## src/rtl/spi_reg_bank_if.sv

```systemverilog
// Byte-level link between the SPI slave byte engine and the register bank.
// The master drives chip select and received bytes; the bank returns tx data and write/frame strobes.
interface spi_reg_bank_if;
    logic       cs;
    logic       rx_valid;
    logic [7:0] rx_byte;
    logic [7:0] tx_byte;
    logic       wr_pulse;
    logic [6:0] wr_addr;
    logic [7:0] wr_data;
    logic       frame_done;
    logic       addr_err;

    modport master (
        output cs, rx_valid, rx_byte,
        input  tx_byte, wr_pulse, wr_addr, wr_data, frame_done, addr_err
    );

    modport slave (
        input  cs, rx_valid, rx_byte,
        output tx_byte, wr_pulse, wr_addr, wr_data, frame_done, addr_err
    );
endinterface

```

## src/rtl/spi_reg_bank.sv

```systemverilog
// Command decoder and register file behind the SPI byte engine.
// Frame = command byte (bit7 read, [6:0] start address) followed by auto-incrementing data bytes.
//
//  state     | meaning
//  S_WAIT_CS | after reset: wait until cs is really seen high, so a frame is never joined mid-way
//  S_IDLE    | between frames, waiting for cs falling edge
//  S_CMD     | frame open, next byte is the command
//  S_WRITE   | data bytes are written to reg[addr++]
//  S_READ    | data bytes are dummies; tx_byte presents reg[addr++]
module spi_reg_bank #(
    parameter int         NUM_REGS   = 16,
    parameter logic [7:0] REG_INIT   = 8'h00,
    parameter logic [7:0] DUMMY_BYTE = 8'h00
) (
    input  logic                  sys_clk,
    input  logic                  sys_rst,
    spi_reg_bank_if.slave         bus,
    output logic [NUM_REGS*8-1:0] reg_flat
);
    localparam int         AW         = (NUM_REGS > 1) ? $clog2(NUM_REGS) : 1;
    localparam logic [7:0] NUM_REGS_B = 8'(NUM_REGS);

    typedef enum logic [2:0] {S_WAIT_CS, S_IDLE, S_CMD, S_WRITE, S_READ} state_t;

    state_t     state;
    logic [7:0] regs [NUM_REGS];
    logic       cs_meta, cs_s, cs_s_d;
    logic [1:0] sync_cnt;
    logic [6:0] addr;
    logic [7:0] tx_byte_r;
    logic       wr_pulse_r;
    logic [6:0] wr_addr_r;
    logic [7:0] wr_data_r;
    logic       frame_done_r;
    logic       addr_err_r;

    logic       cs_fall, cs_rise, rx_acc;
    logic [6:0] addr_nxt;

    assign cs_fall  = cs_s_d & ~cs_s;
    assign cs_rise  = ~cs_s_d & cs_s;
    assign rx_acc   = bus.rx_valid & ~cs_s;
    assign addr_nxt = addr + 7'd1;

    function automatic logic in_range(input logic [6:0] a);
        return {1'b0, a} < NUM_REGS_B;
    endfunction

    function automatic logic [7:0] rd(input logic [6:0] a);
        return in_range(a) ? regs[a[AW-1:0]] : DUMMY_BYTE;
    endfunction

    // sync_cnt holds off S_WAIT_CS until cs_s reflects real samples rather than the reset preset
    always_ff @(posedge sys_clk) begin
        if (sys_rst) begin
            state        <= S_WAIT_CS;
            cs_meta      <= 1'b1;
            cs_s         <= 1'b1;
            cs_s_d       <= 1'b1;
            sync_cnt     <= 2'd0;
            addr         <= 7'd0;
            tx_byte_r    <= DUMMY_BYTE;
            wr_pulse_r   <= 1'b0;
            wr_addr_r    <= 7'd0;
            wr_data_r    <= 8'd0;
            frame_done_r <= 1'b0;
            addr_err_r   <= 1'b0;
            for (int i = 0; i < NUM_REGS; i++) regs[i] <= REG_INIT;
        end else begin
            cs_meta      <= bus.cs;
            cs_s         <= cs_meta;
            cs_s_d       <= cs_s;
            wr_pulse_r   <= 1'b0;
            frame_done_r <= 1'b0;
            addr_err_r   <= 1'b0;
            if (sync_cnt != 2'd2) sync_cnt <= sync_cnt + 2'd1;

            case (state)
                S_WAIT_CS: begin
                    if (sync_cnt == 2'd2 && cs_s) state <= S_IDLE;
                end
                S_IDLE: begin
                    tx_byte_r <= DUMMY_BYTE;
                    if (cs_fall) state <= S_CMD;
                end
                default: begin
                    if (cs_rise) begin
                        state        <= S_IDLE;
                        frame_done_r <= 1'b1;
                        tx_byte_r    <= DUMMY_BYTE;
                    end else if (cs_fall) begin
                        state     <= S_CMD;
                        tx_byte_r <= DUMMY_BYTE;
                    end else if (rx_acc) begin
                        case (state)
                            S_CMD: begin
                                addr <= bus.rx_byte[6:0];
                                if (bus.rx_byte[7]) begin
                                    state     <= S_READ;
                                    tx_byte_r <= rd(bus.rx_byte[6:0]);
                                end else begin
                                    state     <= S_WRITE;
                                    tx_byte_r <= DUMMY_BYTE;
                                end
                            end
                            S_WRITE: begin
                                if (in_range(addr)) begin
                                    regs[addr[AW-1:0]] <= bus.rx_byte;
                                    wr_pulse_r         <= 1'b1;
                                    wr_addr_r          <= addr;
                                    wr_data_r          <= bus.rx_byte;
                                end else begin
                                    addr_err_r <= 1'b1;
                                end
                                addr <= addr_nxt;
                            end
                            default: begin
                                addr       <= addr_nxt;
                                tx_byte_r  <= rd(addr_nxt);
                                addr_err_r <= ~in_range(addr);
                            end
                        endcase
                    end
                end
            endcase
        end
    end

    for (genvar i = 0; i < NUM_REGS; i++) begin : g_flat
        assign reg_flat[8*i +: 8] = regs[i];
    end

    assign bus.tx_byte    = tx_byte_r;
    assign bus.wr_pulse   = wr_pulse_r;
    assign bus.wr_addr    = wr_addr_r;
    assign bus.wr_data    = wr_data_r;
    assign bus.frame_done = frame_done_r;
    assign bus.addr_err   = addr_err_r;
endmodule
```

## src/flat_wrapper.sv

```systemverilog
// flat-port wrapper written by rule: the top's interface ports become plain ports
module spi_reg_bank_flat 
#(
    parameter int         NUM_REGS   = 16,
    parameter logic [7:0] REG_INIT   = 8'h00,
    parameter logic [7:0] DUMMY_BYTE = 8'h00
)
  (sys_clk, sys_rst, reg_flat, bus_cs, bus_rx_valid, bus_rx_byte, bus_tx_byte, bus_wr_pulse, bus_wr_addr, bus_wr_data, bus_frame_done, bus_addr_err);
  spi_reg_bank_if bus_i ();
  input  logic sys_clk;
  input  logic sys_rst;
  output logic [NUM_REGS*8-1:0] reg_flat;
  input wire logic [$bits(bus_i.cs)-1:0] bus_cs;
  input wire logic [$bits(bus_i.rx_valid)-1:0] bus_rx_valid;
  input wire logic [$bits(bus_i.rx_byte)-1:0] bus_rx_byte;
  output wire logic [$bits(bus_i.tx_byte)-1:0] bus_tx_byte;
  output wire logic [$bits(bus_i.wr_pulse)-1:0] bus_wr_pulse;
  output wire logic [$bits(bus_i.wr_addr)-1:0] bus_wr_addr;
  output wire logic [$bits(bus_i.wr_data)-1:0] bus_wr_data;
  output wire logic [$bits(bus_i.frame_done)-1:0] bus_frame_done;
  output wire logic [$bits(bus_i.addr_err)-1:0] bus_addr_err;
  assign bus_i.cs = bus_cs;
  assign bus_i.rx_valid = bus_rx_valid;
  assign bus_i.rx_byte = bus_rx_byte;
  assign bus_tx_byte = bus_i.tx_byte;
  assign bus_wr_pulse = bus_i.wr_pulse;
  assign bus_wr_addr = bus_i.wr_addr;
  assign bus_wr_data = bus_i.wr_data;
  assign bus_frame_done = bus_i.frame_done;
  assign bus_addr_err = bus_i.addr_err;
  spi_reg_bank #(.NUM_REGS(NUM_REGS), .REG_INIT(REG_INIT), .DUMMY_BYTE(DUMMY_BYTE)) u_core (.sys_clk(sys_clk), .sys_rst(sys_rst), .bus(bus_i), .reg_flat(reg_flat));
endmodule
```

## config.mk

```make
export PLATFORM = sky130hd
export DESIGN_NAME = spi_reg_bank_flat
export DESIGN_NICKNAME = d
export VERILOG_FILES = /design/src/rtl/spi_reg_bank_if.sv /design/src/rtl/spi_reg_bank.sv /design/src/flat_wrapper.sv
export SDC_FILE = /design/constraint.sdc
export NUM_CORES = 1
export LEC_CHECK = 0
export CELL_PAD_IN_SITES_DETAIL_PLACEMENT = 2
export CELL_PAD_IN_SITES_GLOBAL_PLACEMENT = 2
export CORE_MARGIN = 5
export CORE_UTILIZATION = 35
export CTS_BUF_LIST = sky130_fd_sc_hd__clkbuf_16
export DETAILED_ROUTE_END_ITERATION = 6
export PLACE_DENSITY = 0.89
export SLEW_MARGIN = 20
export SYNTH_ARGS = -nofsm -noshare
export SYNTH_HDL_FRONTEND = slang
export SYNTH_SLANG_ARGS = --single-unit
export TNS_END_PERCENT = 5
```

## constraint.sdc

```tcl
create_clock -name sys_clk -period 3.9 [get_ports sys_clk]
set_clock_uncertainty 0.05 [all_clocks]
set_input_delay 1.17 -clock sys_clk [delete_from_list [all_inputs] [get_ports sys_clk]]
set_output_delay 1.17 -clock sys_clk [all_outputs]
set_load 0.02 [all_outputs]
```

==> flow_summary.json, run 1 <==
{
  "synthAdderAreaFrac": 0.00987,
  "hold_class": "flip-flop to flip-flop",
  "fin_crit_ps": 3510,
  "vdd_drop_max_v": 0.000267,
  "clock_latency_ps": 430,
  "post_cts_buffers": 0,
  "dp_cells": 1170,
  "grt_first_pass_wirelength_um": 53500,
  "syn_avg_cell_area_um2": 12.8,
  "wl_met2_um": 18400,
  "syn_nets": 711,
  "fillers": 2442,
  "async_reset_ff_frac": 0,
  "multiInputGateArea_um2": 3940,
  "drt-initial-drc-count": 673,
  "power.share.sequential": 0.488,
  "critical_path.startpoint": "bus_rx_byte[3]",
  "clk_pin_slew_ps": 70,
  "crit_required_ps": 4180,
  "hold_viol_final": 0,
  "synth_ff_type": "edfxtp_1",
  "grt_overflow": 0,
  "yosys.area.top_type_share": 0.433,
  "root_buffer": "clkbuf_16",
  "wirelength_um": 36500,
  "synth_area_leaders": "edfxtp_1 (43%), mux4_2 (15%), dfxtp_1 (9.3%)",
  "netlist_instances": 692,
  "syn-cell-area_um2": 8870,
  "gp_congestion": 0.866,
  "clkPwrFrac": 0.381,
  "r2r_cells": 7,
  "grt_max_degree": 41,
  "r2r-end": "u_core.bus.tx_byte[7]",
  "fmaxAchievable_mhz": 285,
  "synth-xor-area-share": 0.00381,
  "reg2reg_from": "u_core.addr[1]",
  "p_switching_mw": 1.17,
  "slew_viol_final": 0,
  "antenna_left": 0,
  "clock-sinks": 169,
  "syn_to_final_growth_pct": 29.8,
  "ys_seq_elements": 169,
  "cts_hold_buf": 0,
  "arrival_ps": 3790,
  "dieArea_um2": 28600,
  "antenna_cells": 0,
  "setup_violations": 0,
  "cts_resized": 0,
  "power.total_mw": 4.24,
  "dr_wl_met3_um": 2530,
  "p_int_mw": 3.07,
  "post_layout_nonfiller_instances": 1202,
  "end_kind": "flip-flop",
  "slew_headroom": 0.327,
  "ys_seq_area_frac": 0.526,
  "p_leak_nw": 4.20,
  "setup.worst_path.start_class": "input pin",
  "finalSetupTns_ps": 0,
  "synth_top_family_by_area": "simple AND/OR/NAND/NOR gates",
  "rrSetupSlack_ps": 630,
  "yosysMostFrequentCell": "and2_1",
  "tightestPinTransition_ps": 1010,
  "yosys_warnings": 0,
  "layout.nets": 878,
  "rows": 58,
  "rsz0062_at_grt": "no",
  "worst_hold_path.num_cells": 2,
  "synthMuxAreaShare": 0.186,
  "synth_edf_count": 128,
  "grt_pass1_vias": 7775,
  "crit_type": "input pin to flip-flop",
  "hpwl_um": 26300,
  "antenna_found_initial": 0,
  "grt_util_all_layers": 0.255,
  "swShare": 0.277,
  "initial_core_util": 0.354,
  "core_um2": 25000,
  "combPwrFrac": 0.131,
  "drt_drc_violations_left": 0,
  "path_max_fanout": 15,
  "cts_tree": "built",
  "drive_gt1_frac": 0.189,
  "synth_cell_types": 58,
  "vias": 7163,
  "die_w_um": 169,
  "yosys-top-cells-count": "and2_1 (131), edfxtp_1 (128), mux4_2 (59)",
  "synth-compound-area-share": 0.0575,
  "ios": 166,
  "post_drt_wl_per_cell_um": 30.4,
  "port_buffers": 165,
  "yosys.area_share.simple": 0.187,
  "cap_violations": 0,
  "dr.pass1.iters": 5,
  "power.density_nw_per_um2": 368,
  "clockBufferDepth": 2,
  "die_height_um": 169,
  "yosysTopAreaCell": "edfxtp_1",
  "drt-vias-per-instance": 5.96,
  "crit_end": "u_core.bus.tx_byte[0]",
  "cts-buffers-inserted": 17,
  "wl_met1_um": 14400,
  "highest_layer": "met4",
  "cts_max_level": 4,
  "post-route-util": 0.460,
  "outcome": "completed",
  "finalCritPeriodShare": 0.900,
  "seqCellArea_um2": 4670
}
==> state kept, by name (all words and copies together), names as in the netlist, 2 cells and up <==
signal              flops
u_core.bus.wr_addr      7
u_core.addr             7
u_core.regs           128
u_core.state            3
u_core.bus.wr_data      8
u_core.sync_cnt         2
u_core.bus.tx_byte      8
==> logic make-up after synthesis <==
kind of cell	after synthesis
and+or+nand+nor	287
DFF	169
muxes	90
AOI/OAI and AO/OA	77
buffers and inverters	59
adders and majority gates	7
xor gates and xnor gates	3
==> through the flow <==
| stage | hold slack, ps | cell area [um^2] | worst slack (ps) |
|---|---|---|---|
| final | 418 | 11500 | 390 |
| after global placement | 345 | 11000 | 255 |
| after CTS | 415 | 11500 | 481 |
| after detailed placement | 392 | 11000 | 63.4 |
| after floorplan | 339 | 8870 | 733 |
| after global routing | 422 | 11500 | 357 |
==> how the worst min path moves through the flow <==
stage / startpoint / endpoint
2_1_floorplan: u_core.cs_meta / u_core.cs_s
3_3_place_gp: u_core.cs_meta / u_core.cs_s
3_5_place_dp: u_core.cs_meta / u_core.cs_s
4_1_cts: u_core.cs_meta / u_core.cs_s
5_1_grt: u_core.cs_meta / u_core.cs_s
6_report: u_core.bus.wr_addr[2] / u_core.bus.wr_addr[2]
==> critical path, stage by stage <==
cell and delay [ps]:
clkdlybuf4s50_1 710, nor2b_1 850, a22o_1 260, nor4b_1 70, or4_1 450, o221ai_1 270
==> final cells by class <==
class | count | share of cell area
Sequential cell | 169 | 0.405
Multi-Input combinational cell | 464 | 0.342
Timing Repair Buffer | 200 | 0.169
Clock buffer | 18 | 0.0391
Tap cell | 330 | 0.0359
Clock inverter | 14 | 0.00663
Inverter | 7 | 0.00228
==> routing by layer <==
layer,GRT usage,vias to the layer above
met5,0,-
met4,0.0921,0
met3,0.0519,71
met2,0.433,380
met1,0.324,3794
li1,-,2918
==> power groups by stage <==
stage / logic (mW) / registers (mW) / clock network, mW
after floorplan: 0.253 / 2.13 / 0
after global placement: 0.515 / 2.10 / 0
after detailed placement: 0.542 / 2.11 / 0
after CTS: 0.551 / 2.07 / 1.61
after global routing: 0.580 / 2.08 / 1.70
final: 0.553 / 2.07 / 1.61
==> cells in the final DEF, fill, tap and decap left out, types with 4 or more instances in the layout <==
master,instances
inv_4,4
o22ai_1,4
nor3b_1,5
nor2_1,23
a22o_1,6
clkbuf_16,18
a22oi_1,9
mux2i_1,23
nand2b_1,9
mux2_2,7
mux4_2,59
or4_1,5
a21oi_1,25
o21ai_0,11
inv_2,4
ha_1,6
nor4_1,4
nand2_1,53
clkdlybuf4s50_1,163
nor3_1,10
or2_2,19
inv_1,8
edfxtp_1,128
buf_4,32
o221ai_1,5
dfxtp_1,40
and2_1,131
nor4b_1,6
No activity file was read; power rests on OpenSTA's default activity.
==> run 2, diff against run 1 <==
--- a/config.mk
+++ b/config.mk
@@ -12,7 +12,7 @@
 export CTS_BUF_LIST = sky130_fd_sc_hd__clkbuf_16
 export DETAILED_ROUTE_END_ITERATION = 6
 export PLACE_DENSITY = 0.89
-export SLEW_MARGIN = 20
+export SLEW_MARGIN = 5
 export SYNTH_ARGS = -nofsm -noshare
 export SYNTH_HDL_FRONTEND = slang
 export SYNTH_SLANG_ARGS = --single-unit
==> results of run 2 <==
Final layout, timing and power as in run 1 (identical DEF).
